===== src/rtl/chacha_stream_sequencer.sv =====
// Sequences one ChaCha ENCRYPT (opcode 0x08) transaction between the SPI byte link and the cipher core.
// Optional idle watchdog is compiled in when STREAM_TIMEOUT_EN is defined; otherwise o_timeout is 0.
module chacha_stream_sequencer #(
  parameter int FIFO_DEPTH     = 8,
  parameter int TIMEOUT_CYCLES = 65535
) (
  input  logic       i_Clk,
  input  logic       i_Rst_L,
  input  logic       i_RX_DV,
  input  logic [7:0] i_RX_Byte,
  input  logic       i_TX_Ready,
  output logic       o_TX_DV,
  output logic [7:0] o_TX_Byte,
  output logic       o_start,
  output logic [7:0] o_plaintext,
  output logic       o_plain_valid,
  input  logic       i_plain_ready,
  input  logic [7:0] i_cyphertext,
  input  logic       i_cypher_valid,
  output logic       o_cypher_ready,
  output logic       o_busy,
  output logic       o_overflow,
  output logic       o_timeout
);

  localparam int AW = $clog2(FIFO_DEPTH);
  localparam logic [7:0] OP_ENCRYPT = 8'h08;
  localparam logic [AW:0] PTR_ONE = {{AW{1'b0}}, 1'b1};

  localparam logic [2:0] ST_IDLE   = 3'd0;
  localparam logic [2:0] ST_LEN    = 3'd1;
  localparam logic [2:0] ST_START  = 3'd2;
  localparam logic [2:0] ST_STREAM = 3'd3;
  localparam logic [2:0] ST_DONE   = 3'd4;

  logic [2:0]  state_q, state_d;
  logic [8:0]  len_q, len_d;
  logic [8:0]  rx_cnt_q, rx_cnt_d;
  logic [8:0]  tx_cnt_q, tx_cnt_d;
  logic [AW:0] in_wr_q, in_wr_d, in_rd_q, in_rd_d;
  logic [AW:0] out_wr_q, out_wr_d, out_rd_q, out_rd_d;
  logic        tx_dv_q, tx_dv_d;
  logic [7:0]  tx_byte_q, tx_byte_d;
  logic        overflow_q, overflow_d;

  logic [7:0]  in_mem  [FIFO_DEPTH];
  logic [7:0]  out_mem [FIFO_DEPTH];

  logic        in_empty, in_full, out_empty, out_full;
  logic        in_push, in_pop, out_push, out_pop;
  logic        in_stream, rx_take, rx_drop, flush, wd_fire;
  logic [7:0]  in_head, out_head;

  // Pointers carry one extra wrap bit so full and empty are distinguishable.
  assign in_empty  = (in_wr_q == in_rd_q);
  assign in_full   = (in_wr_q[AW] != in_rd_q[AW]) && (in_wr_q[AW-1:0] == in_rd_q[AW-1:0]);
  assign out_empty = (out_wr_q == out_rd_q);
  assign out_full  = (out_wr_q[AW] != out_rd_q[AW]) && (out_wr_q[AW-1:0] == out_rd_q[AW-1:0]);
  assign in_head   = in_mem[in_rd_q[AW-1:0]];
  assign out_head  = out_mem[out_rd_q[AW-1:0]];

  assign in_stream = (state_q == ST_STREAM);
  assign in_pop    = !in_empty && i_plain_ready;
  assign rx_take   = in_stream && i_RX_DV && (rx_cnt_q < len_q);
  // A full FIFO still accepts a byte when the head leaves in the same cycle.
  assign in_push   = rx_take && (!in_full || in_pop);
  assign rx_drop   = rx_take && in_full && !in_pop;
  assign out_push  = i_cypher_valid && o_cypher_ready;
  assign out_pop   = in_stream && !out_empty && i_TX_Ready && !tx_dv_q;
  assign flush     = wd_fire || (state_q == ST_LEN);

  assign o_plain_valid  = !in_empty;
  assign o_plaintext    = in_empty ? 8'h00 : in_head;
  assign o_cypher_ready = in_stream && !out_full;
  assign o_TX_DV        = tx_dv_q;
  assign o_TX_Byte      = tx_byte_q;
  assign o_start        = (state_q == ST_START);
  assign o_busy         = (state_q != ST_IDLE);
  assign o_overflow     = overflow_q;

  always_comb begin
    state_d    = state_q;
    len_d      = len_q;
    rx_cnt_d   = rx_cnt_q;
    tx_cnt_d   = tx_cnt_q;
    overflow_d = overflow_q;
    case (state_q)
      ST_IDLE: begin
        if (i_RX_DV && (i_RX_Byte == OP_ENCRYPT)) begin
          state_d    = ST_LEN;
          overflow_d = 1'b0;
        end
      end
      ST_LEN: begin
        if (i_RX_DV) begin
          // A length byte of zero encodes 256.
          len_d    = {(i_RX_Byte == 8'h00), i_RX_Byte};
          rx_cnt_d = '0;
          tx_cnt_d = '0;
          state_d  = ST_START;
        end
      end
      ST_START: state_d = ST_STREAM;
      ST_STREAM: begin
        if (rx_take) rx_cnt_d = rx_cnt_q + 9'd1;
        if (rx_drop) overflow_d = 1'b1;
        if (out_pop) begin
          tx_cnt_d = tx_cnt_q + 9'd1;
          if ((tx_cnt_q + 9'd1) == len_q) state_d = ST_DONE;
        end
      end
      ST_DONE: state_d = ST_IDLE;
      default: state_d = ST_IDLE;
    endcase
    if (wd_fire) state_d = ST_IDLE;
  end

  always_comb begin
    in_wr_d   = in_push  ? (in_wr_q + PTR_ONE)  : in_wr_q;
    in_rd_d   = in_pop   ? (in_rd_q + PTR_ONE)  : in_rd_q;
    out_wr_d  = out_push ? (out_wr_q + PTR_ONE) : out_wr_q;
    out_rd_d  = out_pop  ? (out_rd_q + PTR_ONE) : out_rd_q;
    if (flush) begin
      in_wr_d  = '0;
      in_rd_d  = '0;
      out_wr_d = '0;
      out_rd_d = '0;
    end
    tx_dv_d   = out_pop;
    tx_byte_d = out_pop ? out_head : tx_byte_q;
  end

  always_ff @(posedge i_Clk or negedge i_Rst_L) begin
    if (!i_Rst_L) begin
      state_q    <= ST_IDLE;
      len_q      <= '0;
      rx_cnt_q   <= '0;
      tx_cnt_q   <= '0;
      in_wr_q    <= '0;
      in_rd_q    <= '0;
      out_wr_q   <= '0;
      out_rd_q   <= '0;
      tx_dv_q    <= 1'b0;
      tx_byte_q  <= '0;
      overflow_q <= 1'b0;
    end else begin
      state_q    <= state_d;
      len_q      <= len_d;
      rx_cnt_q   <= rx_cnt_d;
      tx_cnt_q   <= tx_cnt_d;
      in_wr_q    <= in_wr_d;
      in_rd_q    <= in_rd_d;
      out_wr_q   <= out_wr_d;
      out_rd_q   <= out_rd_d;
      tx_dv_q    <= tx_dv_d;
      tx_byte_q  <= tx_byte_d;
      overflow_q <= overflow_d;
    end
  end

  // Storage needs no reset: the pointers alone define what is valid.
  always_ff @(posedge i_Clk) begin
    if (in_push)  in_mem[in_wr_q[AW-1:0]]   <= i_RX_Byte;
    if (out_push) out_mem[out_wr_q[AW-1:0]] <= i_cyphertext;
  end

`ifdef STREAM_TIMEOUT_EN
  localparam logic [15:0] WD_LAST = 16'(TIMEOUT_CYCLES - 1);

  logic [15:0] wd_q, wd_d;
  logic        timeout_q, timeout_d;

  always_comb begin
    wd_d      = '0;
    wd_fire   = 1'b0;
    timeout_d = timeout_q;
    if ((state_q == ST_IDLE) && i_RX_DV && (i_RX_Byte == OP_ENCRYPT)) timeout_d = 1'b0;
    // Any RX byte, core handshake or TX pulse counts as progress.
    if ((state_q == ST_LEN) || in_stream) begin
      if (!(i_RX_DV || in_pop || out_pop)) begin
        if (wd_q == WD_LAST) begin
          wd_fire   = 1'b1;
          timeout_d = 1'b1;
        end else begin
          wd_d = wd_q + 16'd1;
        end
      end
    end
  end

  always_ff @(posedge i_Clk or negedge i_Rst_L) begin
    if (!i_Rst_L) begin
      wd_q      <= '0;
      timeout_q <= 1'b0;
    end else begin
      wd_q      <= wd_d;
      timeout_q <= timeout_d;
    end
  end

  assign o_timeout = timeout_q;
`else
  logic unused_timeout_cfg;
  assign unused_timeout_cfg = (TIMEOUT_CYCLES != 0);
  assign wd_fire   = 1'b0;
  assign o_timeout = 1'b0;
`endif

endmodule

===== config.mk =====
export PLATFORM = sky130hd
export DESIGN_NAME = chacha_stream_sequencer
export DESIGN_NICKNAME = d
export VERILOG_FILES = /design/src/rtl/chacha_stream_sequencer.sv
export SDC_FILE = /design/constraint.sdc
export NUM_CORES = 1
export LEC_CHECK = 0
export BUFFER_PORTS_ARGS = -buffer_cell sky130_fd_sc_hd__buf_2
export CAP_MARGIN = 30
export CELL_PAD_IN_SITES_DETAIL_PLACEMENT = 0
export CELL_PAD_IN_SITES_GLOBAL_PLACEMENT = 2
export CORE_MARGIN = 5
export CORE_UTILIZATION = 23
export CTS_CLUSTER_DIAMETER = 40
export CTS_CLUSTER_SIZE = 16
export DETAILED_ROUTE_END_ITERATION = 8
export PLACE_DENSITY = 0.48
export SLEW_MARGIN = 40
export SYNTH_ARGS = -nofsm -noshare
export SYNTH_HDL_FRONTEND = slang
export SYNTH_SLANG_ARGS = --single-unit
export TNS_END_PERCENT = 1

===== constraint.sdc =====
create_clock -name i_Clk -period 3.5 [get_ports i_Clk]
set_clock_uncertainty 0.05 [all_clocks]
set_input_delay 0.7 -clock i_Clk [delete_from_list [all_inputs] [get_ports i_Clk]]
set_output_delay 0.7 -clock i_Clk [all_outputs]
set_load 0.05 [all_outputs]

==> results of run 1 <==
cell families (layout without fill, tap and decap cells):
| logic type | count (synthesis) | in the layout |
|---|---|---|
| AOI/OAI and AO/OA | 68 | 68 |
| xor gates and xnor gates | 26 | 26 |
| adders and majority gates | 14 | 14 |
| buffers and inverters | 42 | 119 |
| DFF | 184 | 184 |
| muxes | 67 | 67 |
| other | 1 | 1 |
| and+or+nand+nor | 128 | 128 |
final timing paths:
path	startpoint	end	slack [ns]
worst max-delay path	in_rd_q[0]	o_plaintext[5]	0.58
worst min-delay path	i_Rst_L	in_rd_q[0]	0.15
worst max register to register	len_q[8]	in_mem[1][4]	0.76
worst min register to register	o_TX_Byte[4]	o_TX_Byte[4]	0.43
max in group asynchronous	i_Rst_L	out_wr_q[3]	2.70
min in group i_Clk	o_TX_Byte[4]	o_TX_Byte[4]	0.43
routing by layer:
| metal | share of wire, % | vias up |
|---|---|---|
| met5 | 0 | - |
| met3 | 2.8 | 14 |
| li1 | - | 2164 |
| met2 | 48 | 58 |
| met4 | 1.4 | 0 |
| met1 | 48 | 2342 |
registers in the layout (all words and copies together) (netlist names):
signal	cells
tx_cnt_q	9
rx_cnt_q	9
state_q	3
out_mem	64
out_rd_q	4
o_overflow	1
in_mem	64
o_TX_DV	1
out_wr_q	4
in_rd_q	4
len_q	9
o_TX_Byte	8
in_wr_q	4
placed cells by master, fill, tap and decap left out, types with 4 or more instances in the layout:
master | synthesis | final
nor4_1 | 4 | 4
o31ai_1 | 5 | 5
dfrtp_1 | 56 | 56
clkbuf_16 | 0 | 17
xnor2_1 | 16 | 16
a21oi_1 | 13 | 13
nor3b_1 | 6 | 6
clkinvlp_4 | 0 | 4
nand2_1 | 37 | 37
xor2_1 | 10 | 10
and3_1 | 4 | 4
o21ai_0 | 25 | 25
buf_2 | 10 | 42
inv_1 | 15 | 15
mux2i_1 | 25 | 25
ha_1 | 14 | 14
edfxtp_1 | 128 | 128
nand3_1 | 14 | 14
nor2_1 | 28 | 28
nand2b_1 | 4 | 4
mux2_2 | 10 | 10
mux4_2 | 32 | 32
nor3_1 | 8 | 8
nand4_1 | 5 | 5
buf_4 | 1 | 28
power groups by stage:
stage | Clock, mW | Combinational [mW] | Sequential [mW]
final | 1.97 | 3.42 | 3.22
after global routing | 2.13 | 3.76 | 3.30
after CTS | 2.03 | 3.53 | 3.24
after detailed placement | 0 | 3.50 | 3.28
after global placement | 0 | 3.49 | 3.27
after floorplan | 0 | 2.44 | 3.28
metrics by stage:
step / worst slack [ns] / total power, mW / util (%) / cell area, um2
after floorplan: 0.0292 / 5.72 / - / 8020
after global placement: 0.739 / 6.76 / 25.9 / 8940
after detailed placement: 0.687 / 6.79 / 25.9 / 8940
after CTS: 0.505 / 8.79 / 27.7 / 9540
after global routing: 0.426 / 9.19 / 27.7 / 9540
final: 0.577 / 8.61 / 27.7 / 9540
area by class of cell:
class | count | area (um2) | share of cell area (%)
clock buffers | 19 | 443 | 4.64
well taps | 455 | 569 | 5.97
multi-input cells | 304 | 2620 | 27.5
flip-flops and latches | 184 | 5250 | 55.0
inverters | 16 | 60.1 | 0.630
repair buffers | 71 | 440 | 4.62
clock inverters | 13 | 159 | 1.67
==> metrics.md, run 1 <==
| Metric | Value |
|---|---|
| Status | `finished, final reports clean` |
| Critical Path AT | `2.17 ns` |
| FMAX | `342 MHz` |
| Req. time, crit path | `2.75 ns` |
| Switching Fraction | `39.2%` |
| Largest cells by area after synthesis | `edfxtp_1, dfrtp_1, mux4_2` |
| Post-synthesis compound-gate area fraction | `5.80%` |
| Global route overflow | `0` |
| WHS | `0.151 ns` |
| GRT Overall Usage | `10.2%` |
| Syn_area_per_cell | `15.1 um2` |
| Die Wd | `197 um` |
| CTS tree | `done` |
| Seq/Total Area, Yosys | `65.4%` |
| CP startpoint kind | `register` |
| Vias in the first global route | `4,814` |
| Syn-to-layout area delta | `18.9%` |
| Ant diodes | `0` |
| Post-synthesis mux area share | `13.5%` |
| Worst-margin pin slew | `0.790 ns` |
| Clock sinks | `184` |
| Clock root buffer | `clkbuf_16` |
| Worst-Skew Late Latency | `0.43 ns` |
| DP HPWL | `12,900 um` |
| Maximum clock insertion buffer count | `2` |
| Total die area | `38,700 um2` |
| Vias per inst | `4.31` |
| Met1 Usage GRT | `13.9%` |
| Initial core utilization | `23.3%` |
| Synth Area in XOR/XNOR | `2.84%` |
| Largest family of logic cells by synthesized area | `multiplexers` |
| Fraction of layout cells with a size suffix above 1 | `25.4%` |
| Vias | `4,578` |
| CTS clk-pin slew, worst paths | `0.07 ns` |
| Power Dens Cells | `903 nW/um2` |
| Most used routing layer in global routing | `met2` |
| Synth top cells by count | `edfxtp_1, dfrtp_1, nand2_1` |
| Met3 usage | `2.32%` |
| Largest fanout on the critical path | `20` |
| # nets final | `630` |
| Syn_nets | `566` |
| Post-synth ARST share | `30.4%` |
| Port buffer count | `43` |
| Top cell type's share of synthesized area | `47.9%` |
| Largest net degree at the start of global routing | `32` |
| CP cell instances | `buf_4, mux4_2, mux2i_1, nor2_1, buf_2` |
| Switching pwr | `3.37 mW` |
| Final std cells w/o fill | `1,062` |
| Initial antenna violation count | `0` |
| Hold Path Class | `in2async` |
| Wire length per cell | `17.9 um` |
| Final WL | `19,000 um` |
| Post-Synthesis Cells | `530` |
| Adder-cell area share of the yosys netlist | `2.18%` |
| Top Family by Delay on Critical Path | `multiplexers` |
| CP Capture Type | `primary output` |
| Gpl congestion | `0.726` |
| Filler cells | `3,497` |
| Residual antenna-violating net count after detailed routing | `0` |
| Rows | `68` |
| Die Ht | `197 um` |
| H-tree depth | `4` |
| Cell Int Power | `5.24 mW` |
| TritonCTS Buffers | `17` |
| Finish-stage setup viols | `0` |
| Leakage Power | `3.47 nW` |
| Worst VDD drop | `0.000520 V` |
| WP buf/inv | `2` |
| Core area | `34,500 um2` |
| Kind of critical path | `reg2out` |
| Final period util | `83.5%` |
| Iteration-0 DRC Markers | `260` |
| GR Layer Usage met2 | `16.2%` |
| Count leader, synth | `edfxtp_1` |
| Reg2reg path depth | `9` |
| Logic pwr share | `39.7%` |
| Synthesis Warnings | `0` |
| Setup bufs post-CTS | `0` |
| Hold_buf cts | `0` |
| Post-synth cell types | `55` |
| # IOs | `45` |
| Cells after DPL | `1,030` |
| Max-slew violations | `0` |
| Critical path's largest stage delay | `0.59 ns` |
| Post-Synth Simple-Gate Area | `8.09%` |
| Sequential share of power | `37.4%` |
| Synth Register Bits | `184` |
| WP depth | `5` |
| DR DRC count | `0` |
| RSZ-0062 raised after global routing | `no` |
| Pre-antenna DRT Iters | `6` |
| Max-Cap Viols | `0` |
| Slew headroom | `47.2%` |
| First-pass GRT wire length | `29,900 um` |
| Min Tclk post-route | `2.92 ns` |
| Ys flop type | `edfxtp_1` |
| CP max stage cell | `mux4_2` |
| Final total negative setup slack | `0 ns` |
| Synth area leader | `edfxtp_1` |
| Post-Syn Area | `8020 um2` |
| Resized cells post-CTS | `0` |
| EDFF count, synth | `128` |
| Final Hold Viols | `0` |
| Clock Power Share | `22.8%` |
(Power assumes the default switching activity.)
==> run 2: changes to the inputs <==
--- a/config.mk
+++ b/config.mk
@@ -14,7 +14,7 @@
 export CTS_CLUSTER_DIAMETER = 40
 export CTS_CLUSTER_SIZE = 16
 export DETAILED_ROUTE_END_ITERATION = 8
-export PLACE_DENSITY = 0.48
+export PLACE_DENSITY = 0.5
 export SLEW_MARGIN = 40
 export SYNTH_ARGS = -nofsm -noshare
 export SYNTH_HDL_FRONTEND = slang
==> constraint.sdc (replaced) <==
create_clock -name i_Clk -period 2.5 [get_ports i_Clk]
set_clock_uncertainty 0.05 [all_clocks]
set_input_delay 0.5 -clock i_Clk [delete_from_list [all_inputs] [get_ports i_Clk]]
set_output_delay 0.5 -clock i_Clk [all_outputs]
set_load 0.05 [all_outputs]
==> run 2 against run 1 <==
Compared with the run above: the flow now finishes with violations (negative setup slack); worst hold slack better by 0.13 ns; first-iteration DRC count down 15%; combinational power up 71%; clock-buffer cell count down 2; total power up 50%; sequential share of layout area is 2.8 points lower; final area grew 5.3%; clock power increased by 34%; critical endpoint is now o_plaintext[6]; largest cell class unchanged; largest power group unchanged; highest routed layer unchanged.
==> metrics.md, run 2 (same netlist as run 1, synthesis figures left out) <==
| Metric | Value |
|---|---|
| RSZ-0062 raised after global routing | `yes` |
| CP cell instances | `buf_12, mux4_2, mux2i_1, nor2_1, buf_6` |
| Req. time, crit path | `1.95 ns (-0.80 ns)` |
| Total die area | `38,700 um2 (unchanged)` |
| Largest net degree at the start of global routing | `22 (-31%)` |
| Leakage Power | `3.73 nW (+7.4%)` |
| Rows | `68 (unchanged)` |
| Top sig layer | `met4` |
| Most frequent cells in the layout | `edfxtp_1, buf_4, dfrtp_1` |
| Metal2 WL | `9730 um (+6.7%)` |
| TritonCTS Buffers | `17 (unchanged)` |
| Syn-to-layout area delta | `25.2%` |
| Gpl congestion | `0.754 (+3.9%)` |
| Final Hold Viols | `0 (unchanged)` |
| Switching pwr | `5.10 mW (+51%)` |
| Hold Path Class | `in2reg` |
| Worst reg-to-reg setup slack | `0.11 ns (-0.65 ns)` |
| First-pass GRT wire length | `32,200 um (+7.9%)` |
| Post-layout util | `29.2% (+1.5 points)` |
| Final period util | `100%` |
| Vias | `4,796 (+4.8%)` |
| Core area | `34,500 um2 (unchanged)` |
| Worst VDD drop | `0.00126 V (+140%)` |
| Residual antenna-violating net count after detailed routing | `0 (unchanged)` |
| CTS tree | `done` |
| Final instance area | `10,000 um2 (+5.3%)` |
| Initial core utilization | `23.3% (unchanged)` |
| # nets final | `667 (+5.9%)` |
| Switching Fraction | `39.5% (+0.37 points)` |
| Final WL | `20,500 um (+7.8%)` |
| Worst Hold Endpoint | `out_mem[7][3]` |
| # IOs | `45 (unchanged)` |
| Critical path's largest stage delay | `0.55 ns (-0.04 ns)` |
| DP HPWL | `14,300 um (+10%)` |
| H-tree depth | `4 (unchanged)` |
| Sequential share of power | `34.2% (-3.2 points)` |
| Maximum clock insertion buffer count | `2 (unchanged)` |
| Cells after DPL | `1,063 (+3.2%)` |
| Worst-margin pin slew | `0.589 ns (-0.201 ns)` |
| Fraction of layout cells with a size suffix above 1 | `32.9% (+7.5 points)` |
| DRT met1 WL | `9800 um (+7.5%)` |
| Failing checks | `negative setup slack` |
| DR WL met3 | `798 um (+51%)` |
| DR DRC count | `0 (unchanged)` |
| Clock sinks | `184 (unchanged)` |
| Reg-to-Reg End | `in_wr_q[3]` |
| Reg2reg start | `len_q[8]` |
| Iteration-0 DRC Markers | `222 (-15%)` |
| Clock Power Share | `20.4% (-2.4 points)` |
| Reg2reg path depth | `8 (-1)` |
| Max-slew violations | `0 (unchanged)` |
| Post-Place Cell Area | `9280 um2 (+3.9%)` |
| Ant diodes | `0 (unchanged)` |
| Hold path start | `i_cyphertext[3]` |
| Max-Cap Viols | `0 (unchanged)` |
| Top Family by Delay on Critical Path | `multiplexers` |
| Port buffer count | `43 (unchanged)` |
| Min Tclk post-route | `2.51 ns` |
| CP Capture Type | `primary output` |
| FMAX | `398 MHz` |
| Most common cell after layout, fill and taps aside | `edfxtp_1` |
| Global route overflow | `0 (unchanged)` |
| Initial antenna violation count | `0 (unchanged)` |
| Hold Crit Depth | `1` |
| Final std cells w/o fill | `1,099 (+3.5%)` |
| Vias per inst | `4.36 (+1.2%)` |
| Wire length per cell | `18.7 um (+4.2%)` |
| CP max stage cell | `mux4_2` |
| Clock root buffer | `clkbuf_16` |
| Status | `finished, violations left` |
| Finish-stage setup viols | `2 (+2)` |
| WP buf/inv | `2 (unchanged)` |
| Final WS setup | `-0.0116 ns (-0.589 ns)` |
| Logic pwr share | `45.4% (+5.7 points)` |
| Cell Int Power | `7.81 mW (+49%)` |
| Die Wd | `197 um (unchanged)` |
| WHS | `0.279 ns (+0.127 ns)` |
| CTS clk-pin slew, worst paths | `0.07 ns (about the same)` |
| Kind of critical path | `reg2out` |
| Worst-Skew Late Latency | `0.44 ns (about the same)` |
| Pre-antenna DRT Iters | `4 (-2)` |
| Slew headroom | `60.6% (+13 points)` |
| Largest fanout on the critical path | `10 (-50%)` |
| Die Ht | `197 um (unchanged)` |
| CP startpoint kind | `register` |
| Vias in the first global route | `5,152 (+7.0%)` |
| Critical Path AT | `1.96 ns (-0.21 ns)` |
| Power Dens Cells | `1280 nW/um2 (+42%)` |
| GRT Overall Usage | `11.0% (+0.85 points)` |
| Dpl ws | `-0.189 ns (-0.876 ns)` |
[run 2: cell types whose count changed in the layout (fill, tap and decap cells not counted), sizes merged]
cell and change:
clkinvlp -2, buf +34, dlygate4sd3 +1, and4 +1, inv +1, bufinv -1, clkinv +4, clkbuf -1
[run 2: worst max-delay path by stage]
| stage | startpoint | to | slack (ns) | cells past startpoint |
|---|---|---|---|---|
| CTS | in_rd_q[0] | o_plaintext[2] | -0.07 | 6 |
| global route | in_rd_q[0] | o_plaintext[7] | -0.11 | 5 |
| global placement | len_q[8] | in_mem[1][7] | -0.16 | 8 |
| finish | in_rd_q[0] | o_plaintext[6] | -0.01 | 5 |
| floorplan | len_q[8] | in_mem[2][0] | -0.23 | 7 |
| detailed placement | len_q[8] | in_mem[1][5] | -0.19 | 8 |
[run 2: per-stage QoR]
step	TNS, ns	power (mW)
after floorplan	-13.66	8.18
after global placement	-5.14	9.86
after detailed placement	-6.47	9.93
after CTS	-0.425	13.1
after global routing	-0.602	13.8
final	-0.0132	12.9
[run 2: worst register-to-register path, cell delays in order (launching register included)]
cell       delay [ns]
dfrtp_1          0.38
inv_1            0.10
ha_4             0.22
a2111oi_4        0.35
o221ai_2         0.18
buf_4            0.17
a21o_1           0.20
or4_1            0.49
a21oi_1          0.17
[run 2: repair_timing]
action,in CTS,in global routing
buffers inserted,2,0
gates resized for setup,28,10
setup endpoints to repair,73,74
gates cloned,2,0
hold endpoints to repair,19,0
hold buffers,1,0
pin swaps,1,1
[run 2: power groups by stage]
stage	clock, mW	combinational [mW]	sequential [mW]
final	2.63	5.86	4.42
after global routing	2.86	6.40	4.51
after CTS	2.71	5.97	4.42
after detailed placement	0	5.47	4.46
after global placement	0	5.42	4.44
after floorplan	0	3.59	4.59
[run 2: layer usage]
metal  vias to the layer above  global-route usage [%]
li1                       2236                       -
met1                      2480                    15.3
met2                        70                    17.6
met3                        10                    2.46
met4                         0                    2.77
met5                         -                       0
[run 2: cell type report]
| class | instances | area (um2) |
|---|---|---|
| tap | 455 | 569 |
| clock inverter | 15 | 140 |
| multi-input combinational | 305 | 2830 |
| sequential | 184 | 5250 |
| clock buffer | 17 | 425 |
| inverter | 16 | 60.1 |
| timing repair buffer | 107 | 782 |
| fill | 3463 | 24400 |
